<file path="config.mk">
export PLATFORM = sky130hd
export DESIGN_NAME = alu_op_selector
export DESIGN_NICKNAME = d
export VERILOG_FILES = /design/src/rtl/alu_demo_pkg.sv /design/src/rtl/alu_op_selector_btn_debouncer.sv /design/src/rtl/alu_op_selector.sv
export SDC_FILE = /design/constraint.sdc
export NUM_CORES = 1
export LEC_CHECK = 0
export CAP_MARGIN = 0
export CORE_ASPECT_RATIO = 0.9
export CORE_MARGIN = 3
export CORE_UTILIZATION = 58
export DETAILED_ROUTE_END_ITERATION = 10
export GPL_ROUTABILITY_DRIVEN = 0
export PLACE_DENSITY = 0.78
export SLEW_MARGIN = 20
export SYNTH_ARGS = -nofsm -noshare
export SYNTH_HDL_FRONTEND = slang
export SYNTH_SLANG_ARGS = --single-unit
</file>
<file path="constraint.sdc">
create_clock -name clk -period 2.3 [get_ports clk]
set_input_delay 0.46 -clock clk [delete_from_list [all_inputs] [get_ports clk]]
set_output_delay 0.46 -clock clk [all_outputs]
set_load 0.05 [all_outputs]
</file>
<file path="src/rtl/alu_demo_pkg.sv">
// Shared definitions for the 4-bit ALU board demo: operation-code width,
// the operation codes as decoded by the ALU mux, and the wrap-around stepper.
package alu_demo_pkg;

   localparam int unsigned OP_W             = 4;
   localparam int unsigned OP_COUNT_DEFAULT = 10;

   typedef enum logic [OP_W-1:0] {
      OP_ADD    = 4'd0,
      OP_SUB    = 4'd1,
      OP_AND    = 4'd2,
      OP_OR     = 4'd3,
      OP_XOR    = 4'd4,
      OP_LSR    = 4'd5,
      OP_LSL    = 4'd6,
      OP_MOD    = 4'd7,
      OP_PASS_A = 4'd8,
      OP_DIV    = 4'd9
   } alu_op_e;

   // One step up or down through 0..last with wrap-around at both ends.
   function automatic logic [OP_W-1:0] op_step(input logic [OP_W-1:0] cur,
                                                input logic            up,
                                                input logic [OP_W-1:0] last);
      logic [OP_W-1:0] nxt;
      if (up) begin
         nxt = (cur == last) ? '0 : cur + 1'b1;
      end else begin
         nxt = (cur == '0) ? last : cur - 1'b1;
      end
      return nxt;
   endfunction

endpackage

</file>
<file path="src/rtl/alu_op_selector_btn_debouncer.sv">
// Button front-end: 2-FF synchronizer, counter-based debouncer and a
// registered one-cycle press pulse on the debounced 1->0 edge.
// With ALU_OP_SEL_AUTOREPEAT_EN defined, the debounced level is exported as
// 'held' so the top can run the auto-repeat timer.
module btn_debouncer #(
   parameter int unsigned DEBOUNCE_CYCLES = 500000
) (
   input  logic clk,
   input  logic rst,
   input  logic raw_n,
`ifdef ALU_OP_SEL_AUTOREPEAT_EN
   output logic held,
`endif
   output logic press
);

   localparam int unsigned CNT_W = (DEBOUNCE_CYCLES > 1) ? $clog2(DEBOUNCE_CYCLES) : 1;
   localparam logic [CNT_W-1:0] CNT_LAST = CNT_W'(DEBOUNCE_CYCLES - 1);

   logic [1:0]       sync_q;
   logic [1:0]       flush_q;
   logic             stable;
   logic             stable_q;
   logic             armed;
   logic [CNT_W-1:0] cnt;

   // A button held through reset must be released before it can count: 'armed'
   // only sets once a released level has come through the flushed synchronizer.
   always_ff @(posedge clk) begin
      if (rst) begin
         sync_q   <= '1;
         flush_q  <= '0;
         stable   <= 1'b1;
         stable_q <= 1'b1;
         armed    <= 1'b0;
         cnt      <= '0;
         press    <= 1'b0;
      end else begin
         sync_q  <= {sync_q[0], raw_n};
         flush_q <= {flush_q[0], 1'b1};
         if (flush_q[1] && sync_q[1]) begin
            armed <= 1'b1;
         end
         if (sync_q[1] == stable) begin
            cnt <= '0;
         end else if (cnt == CNT_LAST) begin
            stable <= sync_q[1];
            cnt    <= '0;
         end else begin
            cnt <= cnt + 1'b1;
         end
         stable_q <= stable;
         press    <= armed & stable_q & ~stable;
      end
   end

`ifdef ALU_OP_SEL_AUTOREPEAT_EN
   assign held = armed & ~stable;
`endif

endmodule

</file>
<file path="src/rtl/alu_op_selector.sv">
// Board front-end for the ALU demo: debounced next/prev buttons step the
// operation code with wrap-around, the load button captures the switch
// operands. All outputs registered in the clk domain.
// Optional feature macro: ALU_OP_SEL_AUTOREPEAT_EN (auto-repeat on held next/prev).
module alu_op_selector
   import alu_demo_pkg::*;
#(
   parameter int unsigned N               = 4,
   parameter int unsigned OP_COUNT        = OP_COUNT_DEFAULT,
   parameter int unsigned DEBOUNCE_CYCLES = 500000,
   parameter int unsigned REPEAT_CYCLES   = 25000000
) (
   input  logic            clk,
   input  logic            rst,
   input  logic            btn_next_n,
   input  logic            btn_prev_n,
   input  logic            btn_load_n,
   input  logic [N-1:0]    sw_a,
   input  logic [N-1:0]    sw_b,
   output logic [OP_W-1:0] control,
   output logic [N-1:0]    a,
   output logic [N-1:0]    b,
   output logic            op_changed,
   output logic            loaded
);

   localparam logic [OP_W-1:0] LAST_OP = OP_W'(OP_COUNT - 1);

   if (OP_COUNT < 2 || OP_COUNT > 16 || DEBOUNCE_CYCLES < 1 || REPEAT_CYCLES < 1) begin : g_param_check
      $error("alu_op_selector: illegal parameter value");
   end

   logic press_next;
   logic press_prev;
   logic press_load;
   logic step_up;
   logic step_dn;

   logic [N-1:0] sw_a_s0, sw_a_s1;
   logic [N-1:0] sw_b_s0, sw_b_s1;

`ifdef ALU_OP_SEL_AUTOREPEAT_EN
   localparam int unsigned REP_W = $clog2(REPEAT_CYCLES + 1);
   localparam logic [REP_W-1:0] REP_LAST = REP_W'(REPEAT_CYCLES);

   logic             held_next;
   logic             held_prev;
   logic             load_held;
   logic             rep_q;
   logic [REP_W-1:0] rep_cnt;

   btn_debouncer #(.DEBOUNCE_CYCLES(DEBOUNCE_CYCLES)) u_db_next (
      .clk(clk), .rst(rst), .raw_n(btn_next_n), .held(held_next), .press(press_next));
   btn_debouncer #(.DEBOUNCE_CYCLES(DEBOUNCE_CYCLES)) u_db_prev (
      .clk(clk), .rst(rst), .raw_n(btn_prev_n), .held(held_prev), .press(press_prev));
   btn_debouncer #(.DEBOUNCE_CYCLES(DEBOUNCE_CYCLES)) u_db_load (
      .clk(clk), .rst(rst), .raw_n(btn_load_n), .held(load_held), .press(press_load));

   // Repeat timer runs only while exactly one of next/prev is held. It starts
   // from 0 when the level goes down and reloads 1 after each repeat, so the
   // first repeat lands REPEAT_CYCLES after the press pulse and later ones
   // are REPEAT_CYCLES apart.
   always_ff @(posedge clk) begin
      if (rst) begin
         rep_cnt <= '0;
         rep_q   <= 1'b0;
      end else if (!(held_next ^ held_prev)) begin
         rep_cnt <= '0;
         rep_q   <= 1'b0;
      end else if (rep_cnt == REP_LAST) begin
         rep_cnt <= REP_W'(1);
         rep_q   <= 1'b1;
      end else begin
         rep_cnt <= rep_cnt + 1'b1;
         rep_q   <= 1'b0;
      end
   end

   // Step requests: fresh presses plus repeats for whichever button is held.
   always_comb begin
      step_up = press_next | (rep_q & held_next);
      step_dn = press_prev | (rep_q & held_prev);
   end
`else
   btn_debouncer #(.DEBOUNCE_CYCLES(DEBOUNCE_CYCLES)) u_db_next (
      .clk(clk), .rst(rst), .raw_n(btn_next_n), .press(press_next));
   btn_debouncer #(.DEBOUNCE_CYCLES(DEBOUNCE_CYCLES)) u_db_prev (
      .clk(clk), .rst(rst), .raw_n(btn_prev_n), .press(press_prev));
   btn_debouncer #(.DEBOUNCE_CYCLES(DEBOUNCE_CYCLES)) u_db_load (
      .clk(clk), .rst(rst), .raw_n(btn_load_n), .press(press_load));

   // Step requests: exactly one per debounced press.
   always_comb begin
      step_up = press_next;
      step_dn = press_prev;
   end
`endif

   // Operand switches pass through their own 2-FF synchronizers.
   always_ff @(posedge clk) begin
      if (rst) begin
         sw_a_s0 <= '0;
         sw_a_s1 <= '0;
         sw_b_s0 <= '0;
         sw_b_s1 <= '0;
      end else begin
         sw_a_s0 <= sw_a;
         sw_a_s1 <= sw_a_s0;
         sw_b_s0 <= sw_b;
         sw_b_s1 <= sw_b_s0;
      end
   end

   // Registered outputs: opposing step requests cancel; load is independent.
   always_ff @(posedge clk) begin
      if (rst) begin
         control    <= OP_ADD;
         a          <= '0;
         b          <= '0;
         op_changed <= 1'b0;
         loaded     <= 1'b0;
      end else begin
         op_changed <= 1'b0;
         if (step_up ^ step_dn) begin
            control    <= op_step(control, step_up, LAST_OP);
            op_changed <= 1'b1;
         end
         loaded <= press_load;
         if (press_load) begin
            a <= sw_a_s1;
            b <= sw_b_s1;
         end
      end
   end

endmodule
</file>
* Word level (Yosys, flattened, before mapping)
Index checks and enable logic that the tools add are counted.
Storage, ports and cells: bits in registers 111, latch bits 0, memory bits (writable) 0, bits in read-only memories 0, bits of input ports 13, output and inout bits 14, word-level logic and storage cells 75, memories kept 0
Cells by class: add/sub/neg operators 5, multipliers 0, divide/modulo/power cells 0, magnitude comparators 0, equal/unequal tests 7, shifts and indexed selects 0, multiplexer cells 7, bitwise gates (word level) 13, reductions and logical operators 10
Operators by type and width (count):
- adder 19 x 1 -> 19 bit (second input constant) | 3
- == test 19 bit (second input constant) | 3
- two-way mux 4 bit | 3
- OR reduction 3 bit | 3
- bitwise AND 1 bit | 6
- inverter 1 bit | 6
- AND reduction 2 bit | 3
- adder 4 x 1 -> 4 bit (second input constant) | 1
- == test 4 bit (second input constant) | 1
- zero test 4 bit | 1
- two-way mux 1 bit | 4
- subtractor 4 x 1 -> 4 bit (second input constant) | 1
- == test 1 bit | 3
- logical AND 1 bit | 3
- XOR 1 bit | 1

* Longest topological paths before layout
Gate-level depths: netlist of the first run.
depth in word-level cells 3, gate-level depth with buffers 7, gate-level depth less buffers 5

* By module
Synthesis of the first run repeated with hierarchy kept, for this count alone.
Second synthesis, totals: cells, all modules 445, area, all modules 4349.2 um2
Modules (own cells, without submodules):
- btn_debouncer | times used 3, cells an instance 117, area an instance 1099.8 um2, seq. area each 540.5 um2
- alu_op_selector | times used 1, cells an instance 94, area an instance 1049.8 um2, seq. area each 600.6 um2

* Worst setup path after synthesis of the first run
Ideal clock, no wire load.
kind flip-flop to flip-flop, start point register u_db_next.cnt[0], end point register u_db_next.cnt[10], setup time 117 ps, arrival 1647 ps, required time 2183 ps, path slack 536 ps, cell stages (with the launch flop) 8, buffers on the path 2, period minus slack after synthesis 1764 ps, path through dfxtp_1 -> ha_1 -> and4_1 -> clkbuf_1 -> nand4_1 -> o21bai_2 -> buf_2 -> nor2_1
Between the ends: longest elaborated chain between the ends 2, elaborated cells on any way between the ends 3, those cells by class add/sub: 1; eq/ne: 1; reduce/logical: 1
Ends and longest elaborated chain:
- start: declaration | RTL line alu_op_selector_btn_debouncer.sv:25 | logic [CNT_W-1:0] cnt;
- start signal: assignment | RTL line alu_op_selector_btn_debouncer.sv:50 | cnt <= cnt + 1'b1;
- parallel branches: the longest is 2 deep, another holds adder 19 x 1 -> 19 bit
Parallel ways; which one is timed is not known. A chain may end at the register's enable or synchronous reset.

* Worst setup path after layout of the first run
start point register control[1], end point output port control[1]
RTL lines:
- start: declaration | RTL line alu_op_selector.sv:20 | output logic [OP_W-1:0] control,
- start signal: assignment | RTL line alu_op_selector.sv:125 | control <= op_step(control, step_up, LAST_OP);
No word-level cell between the ends.

==> run_results.csv, run 1 <==
group,metric,value,unit
outcome,status,"completed",
logic_synthesis,synthFlopType,"dfxtp_1",
timing,worstMarginPinSlew,565,ps
timing,slew_headroom,62.0,%
logic_synthesis,ys_seq_area_share,51.0,%
clock_tree,cts_made_buffers,9,
power,p_per_area,676,nW/um^2
placement,place_hpwl,4.89,mm
setup_path,crit_path_end_kind,"output pin",
floorplanning,initial_core_util,61.8,%
global_route,grt_pass1_vias,2866,
logic_synthesis,yosysTopAreaCell,"dfxtp_1",
global_route,grt.busiest_layer,"met2",
global_route,overflow,0,
floorplanning,fp.dieH,86.7,um
placement,post-place-ws,449,ps
logic_synthesis,synth.area.top_cells,"dfxtp_1 51%, nor2_1 7.1%, xnor2_1 6.7%",
timing,setup_ws,102,ps
cells_and_area,drive_above_1_share,8.71,%
clock_tree,clockRootBuffer,"clkbuf_8",
logic_synthesis,syn_inst,448,
setup_path,cp_num_buf_inv,1,
hold_path,hp-class,"register to register",
global_route,grt_max_degree,28,
setup_path,start_kind,"register",
timing,setup_viol_count_final,0,
logic_synthesis,netlist_area,4200,um^2
drt,drtIter0Drc,93,
setup_path,cp_slowest_cell,"clkdlybuf4s50_1",
timing,fin_crit,2200,ps
timing,hold_viol,0,
cells_and_area,fin_nets,493,
floorplanning,die_area,8300,um^2
timing,maxSlewViolCount,0,
timing,tns,0,ps
timing,skew,11.0,ps
clock_tree,htreeDepth,3,
timing,min_period_over_period,95.6,%
floorplanning,fp.dieW,95.7,um
floorplanning,ioPinCount,27,
setup_path,path_cells,"clkdlybuf4s50_1",
global_route,grtUsageMet1,22.3,%
logic_synthesis,synth-seq-cells,107,
global_route,grt_usage,18.4,%
placement,placed_cells,556,
global_route,use_met3,5.56,%
clock_tree,clk_pin_slew,100,ps
power,ir_drop,609,uV
setup_path,critical_path.max_stage_delay,870,ps
run,drv_cap,0,
logic_synthesis,syn-num-nets,464,
cells_and_area,diodes,0,
drt,avgViaCountPerCell,5.34,
cells_and_area,fill_cells,536,
setup_path,crit_required,1840,ps
drt,first_pass_iters,4,
cells_and_area,multiInputGateArea,1940,um^2
global_route,grt_util_met2,31.6,%
logic_synthesis,yosysUniqueCellTypes,46,
cells_and_area,register_area,2140,um^2
drt,remaining_drc_errors,0,
logic_synthesis,syn_area_per_cell,9.38,um^2
global_route,antenna_found_initial,0,
cells_and_area,area_delta_synth_final,14.0,%
clock_tree,cts.sinks,107,
logic_synthesis,yosys_warnings,0,
drt,routedWlPerCell,12.3,um
timing,fmax,455,MHz
cells_and_area,post-route-util,70.5,%
timing,rsz0062_at_grt,"false",
logic_synthesis,synth_edf_count,0,
setup_path,critPathTopFamily,"buffers and inverters",
floorplanning,row_count,28,
placement,numPortBuffers,26,
drt,routed_wl,7.02,mm
logic_synthesis,synth_top_area_share,51.0,%
cells_and_area,fin_cells,572,
logic_synthesis,ys_async_sr_fraction,0,%
setup_path,crit_path_max_fanout,11,
power,leakagePower,1.55,nW
clock_tree,worstSkewPairLatency,360,ps
setup_path,worst_ep_arrival_time,1740,ps
drt,dr_total_vias,3053,
floorplanning,core_area,6800,um^2
setup_path,setup.worst_path.class,"register to output pin",
clock_tree,cts_tree,"done",
clock_tree,cts_buffer_depth,2,
drt,final_antenna_net_count,0,
global_route,grt_pass1_wl,12.2,mm
## sequential cells by signal, summed over array words and instances, names as in the netlist, 2 cells and up
name,count
u_db_prev.cnt,19
u_db_next.sync_q,2
a,4
u_db_next.cnt,19
b,4
sw_a_s0,4
u_db_prev.sync_q,2
sw_b_s1,4
u_db_load.sync_q,2
u_db_load.cnt,19
control,4
sw_a_s1,4
u_db_next.flush_q,2
sw_b_s0,4
## cells in the final DEF (no fill, tap or decap), types with 2 or more instances in the layout
cell / n
bufinv_16: 2
nor2b_1: 20
xor2_1: 15
nor2_1: 80
or2_2: 10
dfxtp_1: 107
buf_4: 6
nand2_1: 19
and4_1: 4
nor4b_1: 2
and2_1: 3
inv_1: 14
or3_1: 7
nand4_2: 2
nand4_1: 16
xnor2_1: 32
nand3_1: 19
a31o_2: 2
nor3_1: 10
nor4_1: 14
o21ai_0: 5
and3_1: 5
ha_1: 3
mux2i_1: 13
a21oi_1: 15
clkbuf_8: 10
clkdlybuf4s50_1: 25
## cells in the mapped netlist, drive strengths merged, types with 3 or more instances
library cell	instances
nor2	80
buf	4
and2	3
xor2	15
inv	14
nand3	19
and3	5
mux2i	13
nor4	15
and4	4
nand2	19
xnor2	32
o21ai	5
a21oi	15
nor3	10
clkbuf	10
or2	10
nor2b	20
dfxtp	107
or3	7
ha	3
nand4	19
## routing by layer
metal,share of wire (%),vias up
li1,-,1583
met1,47,1427
met2,49,36
met3,3.5,7
met4,1.2,0
met5,0,-
## worst paths after layout
| check | startpoint | to | slack, ps | cells past startpoint |
|---|---|---|---|---|
| worst max register to register | u_db_load.cnt[0] | u_db_load.cnt[6] | 470 | 5 |
| worst max-delay path | control[1] | control[1] | 100 | 1 |
| worst min-delay path | u_db_prev.sync_q[0] | u_db_prev.sync_q[1] | 420 | 1 |
| worst min register to register | u_db_prev.sync_q[0] | u_db_prev.sync_q[1] | 420 | 1 |
## worst reg2reg max path, delay by kind of cell, from the launching register on
kind	cells	cell delay, ps
compound gates	1	500
fa+ha+maj	1	220
flops	1	400
simple gates	3	580
## per-stage QoR
stage | hold WS, ps | power, mW | instance area [um^2]
finish | 420 | 3.23 | 4790
global route | 435 | 3.36 | 4790
CTS | 423 | 3.28 | 4790
detailed placement | 398 | 2.00 | 4550
global placement | 399 | 2.00 | 4550
floorplan | 389 | 1.97 | 4200
## area by class of cell
cell class	count	share of cell area (%)
Clock inverter	6	2.01
Clock buffer	10	2.87
Tap cell	90	2.35
Inverter	14	1.10
Sequential cell	107	44.7
Multi-Input combinational cell	313	40.5
Timing Repair Buffer	32	6.43
## where the power goes
| group | switching [mW] | internal [mW] | total, mW | leakage (nW) |
|---|---|---|---|---|
| sequential | 0.00997 | 1.88 | 1.89 | 0.868 |
| combinational | 0.0312 | 0.0384 | 0.0696 | 0.566 |
| clock | 0.623 | 0.656 | 1.28 | 0.115 |
## kinds of logic (layout without fill, tap and decap cells)
logic type,after synthesis,after routing,share of synthesized area [%]
AOI/OAI and AO/OA,30,30,4.74
xor gates and xnor gates,47,47,9.80
adders and majority gates,3,3,0.894
buffers and inverters,28,62,2.83
DFF,107,107,51.0
muxes,14,14,3.37
and+or+nand+nor,219,219,27.4
## repair_timing
item | CTS | global route
buffers inserted | 0 | 0
endpoints found under the setup margin | 0 | 1
gates resized for setup | 0 | 1
hold buffers | 0 | 0
No activity file was read; power rests on OpenSTA's default activity.
==> run 2, diff against run 1 <==
CORE_MARGIN = unset   (was 3)
SKIP_CTS_REPAIR_TIMING = 1   (was unset)
TNS_END_PERCENT = 50   (was unset)
==> run_results.csv, run 2 (same netlist as run 1, synthesis figures left out) <==
group,metric,value,unit
floorplanning,fp.dieW,91.7,um
placement,numPortBuffers,26,
setup_path,worst_ep_arrival_time,1750,ps
setup_path,cp_slowest_cell,"clkdlybuf4s50_1",
drt,top_layer_used,"met4",
clock_tree,cts.sinks,107,
timing,rsz0062_at_grt,"false",
floorplanning,die_area,7590,um^2
drt,routedWlPerCell,11.9,um
drt,final_antenna_net_count,0,
setup_path,path_cells,"clkdlybuf4s50_1",
power,switchingPower,0.699,mW
clock_tree,cts_buffer_depth,2,
power,clkPwrFrac,35.6,%
clock_tree,clockRootBuffer,"clkbuf_8",
cells_and_area,diodes,0,
power,leakagePower,1.53,nW
run,drv_cap,0,
drt,wl_met2,3.19,mm
timing,fmax,453,MHz
cells_and_area,fin_nets,492,
hold_path,min_from,"u_db_next.sync_q[0]",
global_route,overflow,0,
timing,setup_viol_count_final,0,
setup_path,crit_path_end_kind,"output pin",
timing,slew_headroom,59.4,%
hold_path,hp-class,"register to register",
clock_tree,worstSkewPairLatency,360,ps
setup_path,ff2ff_path_depth,5,
clock_tree,cts_made_buffers,9,
timing,hold_viol,0,
drt,dr_total_vias,3045,
timing,min_period_over_period,96.0,%
setup_path,crit_required,1840,ps
clock_tree,htreeDepth,3,
cells_and_area,fill_cells,576,
power,sw_frac_of_total,23.0,%
hold_path,hold_path_end,"u_db_next.sync_q[1]",
global_route,grt_usage,19.0,%
outcome,status,"completed",
cells_and_area,final_common_cell,"dfxtp_1",
power,combPwrFrac,2.3,%
drt,remaining_drc_errors,0,
cells_and_area,layout_common_cells,"107 x dfxtp_1, 80 x nor2_1, 32 x xnor2_1",
placement,placed_cell_area,4550,um^2
setup_path,cp_num_buf_inv,1,
setup_path,crit_start,"control[1]",
clock_tree,clk_pin_slew,100,ps
drt,met3_length,210,um
power,ir_drop,362,uV
global_route,grt_max_degree,31,
drt,avgViaCountPerCell,5.30,
timing,worstMarginPinSlew,604,ps
placement,place_hpwl,4.79,mm
drt,routed_wl,6.85,mm
cells_and_area,finalInstanceArea,4740,um^2
timing,maxSlewViolCount,0,
floorplanning,initial_core_util,59.7,%
global_route,grt_pass1_vias,2666,
power,internal_power,2.34,mW
global_route,grt_pass1_wl,11.5,mm
setup_path,critPathTopFamily,"buffers and inverters",
setup_path,crit_path_max_fanout,11,
timing,skew,8.59,ps
setup_path,r2r-end,"u_db_load.cnt[18]",
power,pwr-share-seq,62.1,%
setup_path,rr_startpoint,"u_db_load.cnt[0]",
drt,drtIter0Drc,100,
cells_and_area,largestRegisters,"u_db_load.cnt (19), u_db_next.cnt (19), u_db_prev.cnt (19)",
drt,drt-met1-wl,3.36,mm
cells_and_area,drive_above_1_share,8.52,%
hold_path,hold_path_depth,1,
setup_path,setup.worst_path.class,"register to output pin",
floorplanning,core_area,7040,um^2
timing,fin_crit,2210,ps
setup_path,start_kind,"register",
floorplanning,row_count,29,
global_route,antenna_found_initial,0,
setup_path,critical_path.max_stage_delay,870,ps
clock_tree,cts_tree,"done",
drt,first_pass_iters,4,
cells_and_area,area_delta_synth_final,12.9,%
floorplanning,ioPinCount,27,
setup_path,regToRegSetupSlack,470,ps
power,p_per_area,641,nW/um^2
floorplanning,fp.dieH,82.7,um
timing,tns,0,ps
[run 2: final cells by class]
class	instances	area (um^2)	share of cell area (%)
clock buffer	9	124	2.61
clock inverter	7	66.3	1.40
tap	93	116	2.45
timing repair buffer	31	300	6.33
sequential	107	2140	45.2
inverter	14	52.6	1.11
multi-input combinational	313	1940	40.9
[run 2: worst max-delay path by stage]
stage                             end  cells after the start  slack, ps
floorplan           u_db_next.cnt[10]                      7        540
global placement           control[0]                      1        500
detailed placement         control[0]                      1        480
CTS                        control[0]                      1         60
global route               control[1]                      1          5
finish                     control[1]                      1         90
[run 2: power groups by stage]
stage | logic, mW | registers [mW] | clock network (mW)
floorplan | 0.0412 | 1.93 | 0
global placement | 0.0687 | 1.93 | 0
detailed placement | 0.0697 | 1.93 | 0
CTS | 0.0699 | 1.89 | 1.11
global route | 0.0776 | 1.89 | 1.19
finish | 0.0691 | 1.89 | 1.08
[run 2: metrics by stage]
| step | setup slack [ps] | cells | power [mW] | util [%] | hold slack [ps] |
|---|---|---|---|---|---|
| after floorplan | 536 | 448 | 1.97 | - | 389 |
| after global placement | 500 | 558 | 2.00 | 64.6 | 394 |
| after detailed placement | 477 | 558 | 2.00 | 64.6 | 398 |
| after CTS | 64.7 | 574 | 3.07 | 67.3 | 426 |
| after global routing | 5.14 | 574 | 3.16 | 67.3 | 455 |
| final | 91.6 | 574 | 3.04 | 67.3 | 425 |
[run 2: per-layer routing]
layer | vias up | track usage, %
li1 | 1583 | -
met1 | 1419 | 23.3
met2 | 36 | 32.3
met3 | 7 | 5.13
met4 | 0 | 7.34
met5 | - | 0
==> run 3, diff against run 2 <==
SYNTH_HIERARCHICAL = 1   (was unset)
==> run_results.csv, run 3 <==
group,metric,value,unit
floorplanning,ioPinCount,27,
placement,place_hpwl,4.86,mm
setup_path,crit_path_end_kind,"output pin",
setup_path,path_cells,"clkdlybuf4s50_1",
setup_path,cp_slowest_cell,"clkdlybuf4s50_1",
setup_path,critical_path.max_stage_delay,870,ps
setup_path,ff2ff_path_depth,6,
logic_synthesis,yosys_warnings,6,
outcome,status,"completed",
logic_synthesis,netlist_area,4350,um^2
drt,dr_total_vias,3053,
floorplanning,initial_core_util,60.8,%
cells_and_area,area_delta_synth_final,13.3,%
drt,first_pass_iters,7,
setup_path,rr_startpoint,"u_db_prev/cnt[0]",
global_route,grt_max_degree,33,
hold_path,hold_path_depth,1,
drt,final_antenna_net_count,0,
power,leakagePower,1.63,nW
logic_synthesis,ys_seq_area_share,51.1,%
logic_synthesis,synth-compound-area-share,5.61,%
timing,fmax,453,MHz
floorplanning,fp.dieH,84.2,um
setup_path,cp_num_buf_inv,1,
cells_and_area,final_common_cell,"dfxtp_1",
drt,drtIter0Drc,95,
floorplanning,core_area,7150,um^2
setup_path,crit_path_max_fanout,9,
cells_and_area,diodes,0,
setup_path,critPathTopFamily,"buffers and inverters",
logic_synthesis,ys_async_sr_fraction,0,%
global_route,grt_usage,19.4,%
logic_synthesis,syn_inst,445,
placement,numPortBuffers,26,
hold_path,hp-class,"register to register",
setup_path,worst_ep_arrival_time,1750,ps
logic_synthesis,synth-xor-area-share,10.3,%
hold_path,hold_path_end,"u_db_next/sync_q[1]",
cells_and_area,layout_common_cells,"111 x dfxtp_1, 82 x nor2_1, 41 x xnor2_1",
drt,routed_wl,7.15,mm
logic_synthesis,yosysTopAreaCell,"dfxtp_1",
floorplanning,fp.dieW,93.3,um
timing,maxSlewViolCount,0,
cells_and_area,post-route-util,68.9,%
timing,worstMarginPinSlew,669,ps
power,ir_drop,350,uV
global_route,grt_pass1_vias,2844,
timing,setup_viol_count_final,0,
power,p_per_area,667,nW/um^2
logic_synthesis,synth_most_common_cell,"dfxtp_1",
setup_path,start_kind,"register",
global_route,antenna_found_initial,0,
timing,tns,0,ps
logic_synthesis,synth_common_cells,"111 x dfxtp_1, 82 x nor2_1, 41 x xnor2_1",
logic_synthesis,yosysUniqueCellTypes,43,
logic_synthesis,synthFlopType,"dfxtp_1",
timing,skew,8.20,ps
floorplanning,die_area,7850,um^2
logic_synthesis,syn-num-nets,461,
drt,routedWlPerCell,12.4,um
timing,fin_crit,2210,ps
logic_synthesis,synth-seq-cells,111,
setup_path,regToRegSetupSlack,350,ps
clock_tree,clockRootBuffer,"clkbuf_8",
setup_path,r2r-end,"u_db_prev/cnt[10]",
logic_synthesis,synth_top_area_share,51.1,%
timing,rsz0062_at_grt,"false",
cells_and_area,fin_nets,495,
timing,slew_headroom,55.0,%
floorplanning,row_count,29,
cells_and_area,drive_above_1_share,11.0,%
hold_path,min_from,"u_db_next/sync_q[0]",
clock_tree,cts_tree,"done",
clock_tree,htreeDepth,3,
setup_path,crit_required,1840,ps
global_route,overflow,0,
logic_synthesis,synthSimpleGateAreaFrac,26.1,%
drt,remaining_drc_errors,0,
drt,avgViaCountPerCell,5.29,
clock_tree,cts_made_buffers,9,
clock_tree,cts.sinks,111,
timing,hold_viol,0,
logic_synthesis,synth.area.mux_share,2.53,%
logic_synthesis,synth_top_family_by_area,"simple AND/OR/NAND/NOR gates",
logic_synthesis,synth.area.top_cells,"dfxtp_1 51%, xnor2_1 8.3%, nor2_1 7.1%",
cells_and_area,largestRegisters,"u_db_load/cnt (19), u_db_next/cnt (19), u_db_prev/cnt (19)",
clock_tree,clk_pin_slew,100,ps
logic_synthesis,synth_fa_ha_area_share,0.863,%
clock_tree,worstSkewPairLatency,360,ps
setup_path,setup.worst_path.class,"register to output pin",
run,drv_cap,0,
logic_synthesis,synth_edf_count,0,
global_route,grt_pass1_wl,12.3,mm
timing,min_period_over_period,96.0,%
clock_tree,cts_buffer_depth,2,
logic_synthesis,syn_area_per_cell,9.77,um^2
## run 3: area by class of cell
cell class              count  area, um^2
fillers                   562        2220
multi-input cells         303        1970
inverters                  22        82.6
clock inverters             6        90.1
clock buffers              10         128
flip-flops and latches    111        2220
repair buffers             32         315
well taps                  93         116
## run 3: per-layer routing
layer	routed length [um]	global-route usage (%)	share of wire (%)
met5	0	0	0
met2	3400	33.4	48
met3	258	5.16	3.6
met1	3420	23.5	48
met4	69	6.71	0.96
## run 3: worst max path at each step
stage | startpoint | to | slack [ps] | cells past startpoint
floorplan | u_db_load/cnt[0] | u_db_load/cnt[10] | 450 | 6
global placement | u_db_next/cnt[0] | u_db_next/cnt[9] | 460 | 6
detailed placement | u_db_prev/cnt[0] | u_db_prev/cnt[10] | 380 | 6
CTS | control[0] | control[0] | 40 | 1
global route | control[2] | control[2] | 10 | 1
finish | control[2] | control[2] | 90 | 1
## run 3: per-stage QoR
step           hold slack [ps]  worst slack (ps)  cells  total power, mW  area, um^2
2_1_floorplan              389               447    445             2.04        4350
3_3_place_gp               392               455    561             2.08        4710
3_5_place_dp               400               377    561             2.08        4710
4_1_cts                    425              38.4    577             3.32        4930
5_1_grt                    439              9.88    577             3.41        4930
6_report                   421              92.3    577             3.29        4930
## run 3: worst reg2reg max path, stage by stage (launching register included)
cell and delay [ps]:
dfxtp_1 400, ha_1 220, nand3_1 220, or4_4 500, o31ai_4 170, buf_4 250, nor2_1 80
## run 3: power by group
part           switching [mW]  internal, mW  leakage, nW
combinational          0.0351        0.0411        0.618
sequential             0.0101          1.95        0.902
clock                   0.630         0.620        0.107
## run 3: cell families after synthesis
group | after synthesis
buffers and inverters | 31
and+or+nand+nor | 209
muxes | 11
xor gates and xnor gates | 51
DFF | 111
AOI/OAI and AO/OA | 29
adders and majority gates | 3
